$ cat config.mk
export PLATFORM = sky130hd
export DESIGN_NAME = clkdiv_monitor
export DESIGN_NICKNAME = d
export VERILOG_FILES = /design/src/rtl/clkdiv_monitor.sv
export SDC_FILE = /design/constraint.sdc
export NUM_CORES = 1
export LEC_CHECK = 0
export CORE_MARGIN = 5
export CORE_UTILIZATION = 50
export CTS_CLUSTER_SIZE = 25
export DETAILED_ROUTE_END_ITERATION = 16
export GPL_ROUTABILITY_DRIVEN = 0
export PLACE_DENSITY = 0.67
export SKIP_LAST_GASP = 1
export SLEW_MARGIN = 10
export SYNTH_ARGS = -nofsm -noshare
export SYNTH_HDL_FRONTEND = slang
export SYNTH_SLANG_ARGS = --single-unit
$ cat constraint.sdc
create_clock -name clk -period 2 [get_ports clk]
set_input_delay 0.5 -clock clk [delete_from_list [all_inputs] [get_ports clk]]
set_output_delay 0.5 -clock clk [all_outputs]
set_load 0.02 [all_outputs]
$ cat src/rtl/clkdiv_monitor.sv
// clkdiv_monitor: windowed BIST checker for the divide-by-2/4/8/16 outputs.
// Counts rises and high samples of each channel over WINDOW_CYCLES clocks,
// checks every rise-to-rise interval, and reports per-channel error bits.
module clkdiv_monitor #(
  parameter int WINDOW_CYCLES = 160,
  parameter int DUTY_TOL      = 2,
  parameter int CNT_W         = $clog2(WINDOW_CYCLES + 1)
) (
  input  logic       clk,
  input  logic       rst,
  input  logic       start,
  input  logic [3:0] div_in,
  output logic       busy,
  output logic       done,
  output logic       pass,
  output logic [3:0] err_ratio,
  output logic [3:0] err_duty,
  output logic [3:0] err_period
);

  localparam logic [CNT_W-1:0] WIN_LOAD = CNT_W'(WINDOW_CYCLES);
  localparam logic [CNT_W-1:0] HIGH_LO  = CNT_W'(WINDOW_CYCLES / 2 - DUTY_TOL);
  localparam logic [CNT_W-1:0] HIGH_HI  = CNT_W'(WINDOW_CYCLES / 2 + DUTY_TOL);

  typedef enum logic [1:0] {
    ST_IDLE    = 2'd0,
    ST_MEASURE = 2'd1,
    ST_REPORT  = 2'd2
  } state_t;

  // Ideal rise count of channel k over one window.
  function automatic logic [CNT_W-1:0] ideal_edges(input int k);
    return CNT_W'(WINDOW_CYCLES >> (k + 1));
  endfunction

  // Ideal rise-to-rise interval of channel k, in clk cycles.
  function automatic logic [4:0] ideal_period(input int k);
    return 5'(2 << k);
  endfunction

  state_t           r_state;
  state_t           w_state_next;
  logic             w_accept;
  logic [3:0]       r_d_q;
  logic [3:0]       r_d_prev;
  logic [3:0]       w_rise;
  logic [CNT_W-1:0] r_win_cnt;
  logic [CNT_W-1:0] r_edges [0:3];
  logic [CNT_W-1:0] r_highs [0:3];
  logic [4:0]       r_since [0:3];
  logic [3:0]       r_first_seen;
  logic [3:0]       w_err_ratio;
  logic [3:0]       w_err_duty;

  assign w_rise = r_d_q & ~r_d_prev;

  // Next-state logic; start is only honoured while idle.
  always_comb begin
    w_state_next = r_state;
    w_accept     = 1'b0;
    case (r_state)
      ST_IDLE: begin
        if (start) begin
          w_state_next = ST_MEASURE;
          w_accept     = 1'b1;
        end else begin
          w_state_next = ST_IDLE;
        end
      end
      ST_MEASURE: begin
        if (r_win_cnt == {{(CNT_W-1){1'b0}}, 1'b1}) begin
          w_state_next = ST_REPORT;
        end else begin
          w_state_next = ST_MEASURE;
        end
      end
      ST_REPORT: w_state_next = ST_IDLE;
      default:   w_state_next = ST_IDLE;
    endcase
  end

  // Per-channel ratio and duty verdicts from the final counter values.
  always_comb begin
    w_err_ratio = 4'b0000;
    w_err_duty  = 4'b0000;
    for (int k = 0; k < 4; k++) begin
      w_err_ratio[k] = (r_edges[k] != ideal_edges(k));
      w_err_duty[k]  = (r_highs[k] < HIGH_LO) || (r_highs[k] > HIGH_HI);
    end
  end

  // FSM state register.
  always_ff @(posedge clk or negedge rst) begin
    if (!rst) begin
      r_state <= ST_IDLE;
    end else begin
      r_state <= w_state_next;
    end
  end

  // Input pipeline, window counters, period tracking and result registers.
  always_ff @(posedge clk or negedge rst) begin
    if (!rst) begin
      r_d_q        <= 4'b0000;
      r_d_prev     <= 4'b0000;
      r_win_cnt    <= '0;
      r_first_seen <= 4'b0000;
      for (int k = 0; k < 4; k++) begin
        r_edges[k] <= '0;
        r_highs[k] <= '0;
        r_since[k] <= 5'd0;
      end
      busy       <= 1'b0;
      done       <= 1'b0;
      pass       <= 1'b0;
      err_ratio  <= 4'b0000;
      err_duty   <= 4'b0000;
      err_period <= 4'b0000;
    end else begin
      r_d_q    <= div_in;
      r_d_prev <= r_d_q;
      done     <= 1'b0;
      case (r_state)
        ST_IDLE: begin
          if (w_accept) begin
            r_win_cnt    <= WIN_LOAD;
            r_first_seen <= 4'b0000;
            for (int k = 0; k < 4; k++) begin
              r_edges[k] <= '0;
              r_highs[k] <= '0;
              r_since[k] <= 5'd0;
            end
            pass       <= 1'b0;
            err_ratio  <= 4'b0000;
            err_duty   <= 4'b0000;
            err_period <= 4'b0000;
            busy       <= 1'b1;
          end else begin
            busy <= 1'b0;
          end
        end
        ST_MEASURE: begin
          r_win_cnt <= r_win_cnt - {{(CNT_W-1){1'b0}}, 1'b1};
          for (int k = 0; k < 4; k++) begin
            r_edges[k] <= r_edges[k] + {{(CNT_W-1){1'b0}}, w_rise[k]};
            r_highs[k] <= r_highs[k] + {{(CNT_W-1){1'b0}}, r_d_q[k]};
            if (w_rise[k]) begin
              // The very first rise only starts the interval timer.
              if (r_first_seen[k] && (r_since[k] != ideal_period(k))) begin
                err_period[k] <= 1'b1;
              end else begin
                err_period[k] <= err_period[k];
              end
              r_since[k]      <= 5'd1;
              r_first_seen[k] <= 1'b1;
            end else if (r_since[k] != 5'd31) begin
              r_since[k] <= r_since[k] + 5'd1;
            end else begin
              r_since[k] <= r_since[k];
            end
          end
        end
        ST_REPORT: begin
          err_ratio <= w_err_ratio;
          err_duty  <= w_err_duty;
          pass      <= ~|{w_err_ratio, w_err_duty, err_period};
          done      <= 1'b1;
          busy      <= 1'b0;
        end
        default: begin
          busy <= 1'b0;
        end
      endcase
    end
  end

endmodule

==> impl_metrics.toml, run 1 <==
[power_and_ir_drop]
power_mw = 10.0
p_per_area_nw_per_um2 = 1450
ir_drop_mv = 1.06
p_leak_nw = 3.18

[grt]
gr-total-overflow = 0
grt_antenna_before_repair = 0
grt_max_degree = 56
grt_pass1_vias = 4392
track_usage_pct = 18.3
grt_pass1_wl_um = 21000

[detailed_routing]
wl_per_cell_um = 15.9
first_iter_violations = 318
dr.pass1.iters = 4
drc_errors = 0
routed_via_density = 5.87
wirelength_um = 12100
num_vias = 4452
antenna_left = 0

[synthesis]
synth_cell_types = 50
synthFlopType = "dfrtp_1"
syn_inst = 563
syn-cell-area_um2 = 5820
yosysWarnings = 0
ys_ff_latch = 121
synth_nets = 600
ys_seq_area_share_pct = 52.0
synth.avg_cell_area_um2 = 10.3
synth-edff-count = 0
async_flop_share_pct = 100

[setup_path]
cp_slowest_cell = "clkdlybuf4s50_1"
reg2reg_from = "r_since[15]"
slowest_delay_ns = 0.63
crit_fanout = 3
crit_start = "err_period[1]"
critPathKind = "reg -> out"
crit_required_ns = 1.50
crit_path_end_kind = "primary output"
crit_path_start_kind = "register"
cp_num_buf_inv = 1
worstPathCellList = "clkdlybuf4s50_1"
critPathTopFamily = "buffers and inverters"
critPathArrivalTime_ns = 1.43

[timing]
worst_pin_slew_ns = 0.580
hold_slack_ns = 0.400
tns_ns = 0
slew_viol_final = 0
finClkSkew_ns = 0.00737
fmax_ghz = 0.518
setup_slack_ns = 0.0684
period_needed_ns = 1.93
rsz0062_at_grt = "no"
fin_crit_sh_pct = 96.6
hold_viol = 0
relSlewSlack_pct = 60.8
setup-violations-final = 0

[cts]
cts_tree = "yes"
h-tree-depth = 4
path_clk_slew_ns = 0.05
cts.sinks = 121
cts_root_buf = "clkbuf_16"
cts_made_buffers = 17
clock_latency_ns = 0.41
clock_path_buffers = 2

[finish]
fin_area_um2 = 6900
n_antenna_cell = 0
nets = 639
syn_to_final_growth_pct = 18.4
final_util_pct = 60.4
layoutNonFillerInstCount = 758
drive_gt1_share_pct = 10.9

[status]
outcome = "complete, no violations"

[place]
hpwl_um = 8250
placed_area_um2 = 6300
placedCellCount = 725
port_buffers = 21
pre_cts_slack_ns = -0.149

[floorplan]
die_area_um2 = 13900
die_h_um = 118
fp.dieW_um = 118
coreArea_um2 = 11400
start_util_pct = 51.0
top_level_ports = 22
rows = 39

[min_path]
hp-start = "r_d_q[0]"
hp-class = "reg -> reg"

[job]
cap_violations = 0
==> layer usage <==
| metal | share of wire [%] | GRT usage, % | vias to the layer above | wire, um |
|---|---|---|---|---|
| met5 | 0 | 0 | - | 0 |
| met4 | 1.6 | 6.16 | 0 | 198 |
| met3 | 3.5 | 5.53 | 14 | 424 |
| met2 | 49 | 28.6 | 61 | 5930 |
| met1 | 46 | 24.4 | 2209 | 5530 |
| li1 | - | - | 2168 | - |
==> layout make-up <==
class	instances	area [um^2]
Clock buffer	23	488
Clock inverter	9	95.1
Fill cell	977	4520
Inverter	15	56.3
Multi-Input combinational cell	404	2630
Sequential cell	121	3030
Tap cell	143	179
Timing Repair Buffer	43	425
==> path summary, 6_finish.rpt <==
path                                      end  slack [ns]  cells past startpoint
worst min register to register    r_d_prev[0]        0.40                      0
max in group asynchronous                busy        0.90                      3
min in group asynchronous         r_highs[30]        0.53                      2
worst max register to register    r_since[18]        0.15                      8
worst min-delay path              r_d_prev[0]        0.40                      0
worst max-delay path            err_period[1]        0.07                      1
==> sequential cells by signal, indices dropped and copies added, names as in the netlist <==
register      count
r_highs          32
done              1
r_win_cnt         8
err_period        4
pass              1
r_since          20
busy              1
r_state           2
r_d_prev          4
r_first_seen      4
err_duty          4
r_edges          32
err_ratio         4
r_d_q             4
==> kinds of logic (layout without fill, tap and decap cells) <==
| logic type | after synthesis | in the layout | share of synthesized area, % |
|---|---|---|---|
| buffers and inverters | 38 | 90 | 3.05 |
| and+or+nand+nor | 222 | 222 | 20.8 |
| DFF | 121 | 121 | 52.0 |
| adders and majority gates | 30 | 30 | 6.45 |
| muxes | 15 | 15 | 2.58 |
| AOI/OAI and AO/OA | 137 | 137 | 15.2 |
==> where the power goes <==
group | total [mW] | switching (mW) | internal, mW | leakage [nW]
combinational | 2.51 | 1.22 | 1.29 | 1.45
sequential | 4.56 | 1.10 | 3.46 | 1.43
clock | 2.97 | 1.02 | 1.95 | 0.296
total | 10.0 | 3.33 | 6.70 | 3.18
==> cells in the mapped netlist, drive strengths merged, types with 2 or more instances <==
| cell type | instances | area [um^2] |
|---|---|---|
| a21oi | 20 | 100 |
| and3 | 14 | 87.6 |
| nor2 | 33 | 124 |
| nor4b | 8 | 76.3 |
| o21ai | 62 | 310 |
| a22o | 23 | 201 |
| nor4 | 2 | 12.5 |
| and4 | 3 | 26.3 |
| nand2b | 6 | 45.0 |
| nand3b | 2 | 15.0 |
| or4bb | 3 | 33.8 |
| a21o | 3 | 22.5 |
| and4b | 2 | 20.0 |
| o31ai | 4 | 30.0 |
| a32o | 4 | 40.0 |
| nand2 | 54 | 210 |
| buf | 11 | 76.3 |
| o41ai | 3 | 26.3 |
| dfrtp | 121 | 3030 |
| clkbuf | 12 | 45.0 |
| inv | 15 | 56.3 |
| mux2i | 15 | 150 |
| o211ai | 4 | 30.0 |
| a311oi | 3 | 26.3 |
| o311ai | 2 | 17.5 |
| nand4 | 16 | 100 |
| a31o | 6 | 52.6 |
| nor2b | 2 | 12.5 |
| nand4b | 9 | 78.8 |
| nor3 | 5 | 30.0 |
| nand3 | 56 | 280 |
| ha | 30 | 375 |
==> cell usage in the layout (no fill, tap or decap), types with 5 or more instances in the layout <==
cell type	Yosys	layout
dfrtp_1	121	121
o21ai_0	57	57
nand3_1	56	56
nand2_1	53	53
nor2_1	33	33
ha_1	30	30
a22o_1	23	23
a21oi_1	20	20
clkdlybuf4s50_1	0	20
buf_4	1	18
clkbuf_16	0	17
nand4_1	16	16
mux2i_1	15	15
inv_1	14	14
and3_1	14	14
nand4b_1	9	9
nor4b_1	7	7
clkinv_2	0	7
a31o_2	6	6
nand2b_1	5	5
o21ai_1	5	5
==> repair_timing <==
| item | 4_1_cts | 5_1_grt |
|---|---|---|
| hold buffers | 1 | 0 |
| hold endpoints to repair | 18 | 0 |
| gates resized for setup | 0 | 0 |
| buffers inserted | 0 | 0 |
Power figures use the tool's default switching activity.
==> run 2: changes to the inputs <==
CORE_UTILIZATION = 45   (was 50)
PLACE_DENSITY = default   (was 0.67)
==> run 2 against run 1 <==
  * Power rose by 2.5%
  * Critical path depth is the same
  * Via count rose by 0.36%
  * Register-to-register slack better by 0.04 ns
  * Wire length shrank 0.65%
  * Combinational power is essentially flat
  * Global-route usage decreased by 0.72 points
  * Die area is 10% higher
  * Setup slack improved by 0.055 ns
  * Clock-buffer cell count increased by 1
  * Design area grew 1.7%
  * Highest routed layer unchanged
==> impl_metrics.toml, run 2 (synthesized netlist as in run 1, its figures left out) <==
[status]
outcome = "complete, no violations"

[setup_path]
reg2reg_from = "r_since[10]"
critPathArrivalTime_ns = 1.38
crit_fanout = 2
cp_slowest_cell = "clkdlybuf4s50_1"
slowest_delay_ns = 0.61
critPathTopFamily = "buffers and inverters"
crit_required_ns = 1.50
worstPathCellList = "clkdlybuf4s50_1"
crit_path_start_kind = "register"
critPathKind = "reg -> out"
crit_path_end_kind = "primary output"
cp_num_buf_inv = 1
crit_start = "err_ratio[2]"

[job]
cap_violations = 0

[timing]
setup_slack_ns = 0.123
fmax_ghz = 0.533
rsz0062_at_grt = "no"
worst_pin_slew_ns = 0.557
setup-violations-final = 0
fin_crit_sh_pct = 93.8
period_needed_ns = 1.88
relSlewSlack_pct = 62.4
slew_viol_final = 0
hold_viol = 0
finClkSkew_ns = 0.00810

[grt]
gr-total-overflow = 0
grt_pass1_wl_um = 20800
grt_pass1_vias = 4268
grt_antenna_before_repair = 0
grt_max_degree = 54
track_usage_pct = 17.6

[finish]
drive_gt1_share_pct = 11.8
n_antenna_cell = 0
syn_to_final_growth_pct = 20.5
final_common_cell = "dfrtp_1"
fillers = 1104
final_util_pct = 55.4
mostFrequentLayoutCells = "dfrtp_1, o21ai_0, nand3_1"
nets = 644
layoutNonFillerInstCount = 792
reg_top3 = "r_edges x32, r_highs x32, r_since x20"

[detailed_routing]
dr.pass1.iters = 5
first_iter_violations = 277
wirelength_um = 12000
wl_per_cell_um = 15.2
antenna_left = 0
num_vias = 4468
drc_errors = 0
routed_via_density = 5.64

[floorplan]
rows = 41
coreArea_um2 = 12700
start_util_pct = 46.0
fp.dieW_um = 124
die_area_um2 = 15300
die_h_um = 124
top_level_ports = 22

[cts]
clock_latency_ns = 0.41
cts_setup_buffers = 0
clock_path_buffers = 2
cts_root_buf = "clkbuf_16"
path_clk_slew_ns = 0.05
cts.sinks = 121
cts_tree = "yes"
h-tree-depth = 4
ctsHoldBuffers = 0
cts_made_buffers = 17
cts_resized = 0

[power_and_ir_drop]
power_mw = 10.3
ir_drop_mv = 0.727
p_per_area_nw_per_um2 = 1470
p_leak_nw = 3.21

[min_path]
hp-class = "in -> async"

[place]
hpwl_um = 8150
port_buffers = 21
placedCellCount = 760
pre_cts_slack_ns = -0.210
## run 2: cell count changes in the layout (fill, tap and decap cells not counted)
cell,before,now
dlygate4sd3_1,1,0
buf_12,4,3
clkinv_2,7,4
dlymetal6s2s_1,0,4
bufinv_16,2,4
clkbuf_1,2,3
ha_2,0,1
clkdlybuf4s50_1,20,16
ha_1,30,29
buf_4,18,25
## run 2: worst paths after layout
| check | end | slack [ns] | depth (start not counted) |
|---|---|---|---|
| worst max register to register | r_since[12] | 0.19 | 6 |
| worst min register to register | r_d_prev[1] | 0.42 | 0 |
| max in group asynchronous | r_win_cnt[5] | 1.64 | 2 |
| worst min-delay path | r_edges[18] | 0.08 | 2 |
| min in group clk | r_d_prev[1] | 0.42 | 0 |
| worst max-delay path | err_ratio[2] | 0.12 | 1 |
## run 2: routing by layer
metal | GRT usage [%] | up-vias | wire length, um
met1 | 24.4 | 2184 | 5940
li1 | - | 2194 | -
met2 | 25.9 | 78 | 5400
met4 | 6.44 | 0 | 151
met5 | 0 | - | 0
met3 | 5.72 | 12 | 508
## run 2: metrics by stage
step	TNS (ns)	cell area [um^2]	hold slack, ns
after floorplan	0	5820	0.204
after global placement	-9.25	6370	0.401
after detailed placement	-10.11	6370	0.408
after CTS	0	7000	0.0610
after global routing	0	7020	0.0652
final	0	7020	0.0761
## run 2: where the power goes
group          switching (mW)  total, mW  internal (mW)
clock network            1.03       3.24           2.21
registers                1.09       4.55           3.46
logic                    1.20       2.50           1.29
## run 2: area by class of cell
cell class	count	area (um^2)	area share, %
Timing Repair Buffer	48	458	6.53
Multi-Input combinational cell	404	2630	37.4
Clock buffer	24	492	7.01
Inverter	15	56.3	0.802
Tap cell	172	215	3.07
Sequential cell	121	3030	43.2
Clock inverter	8	140	2.00
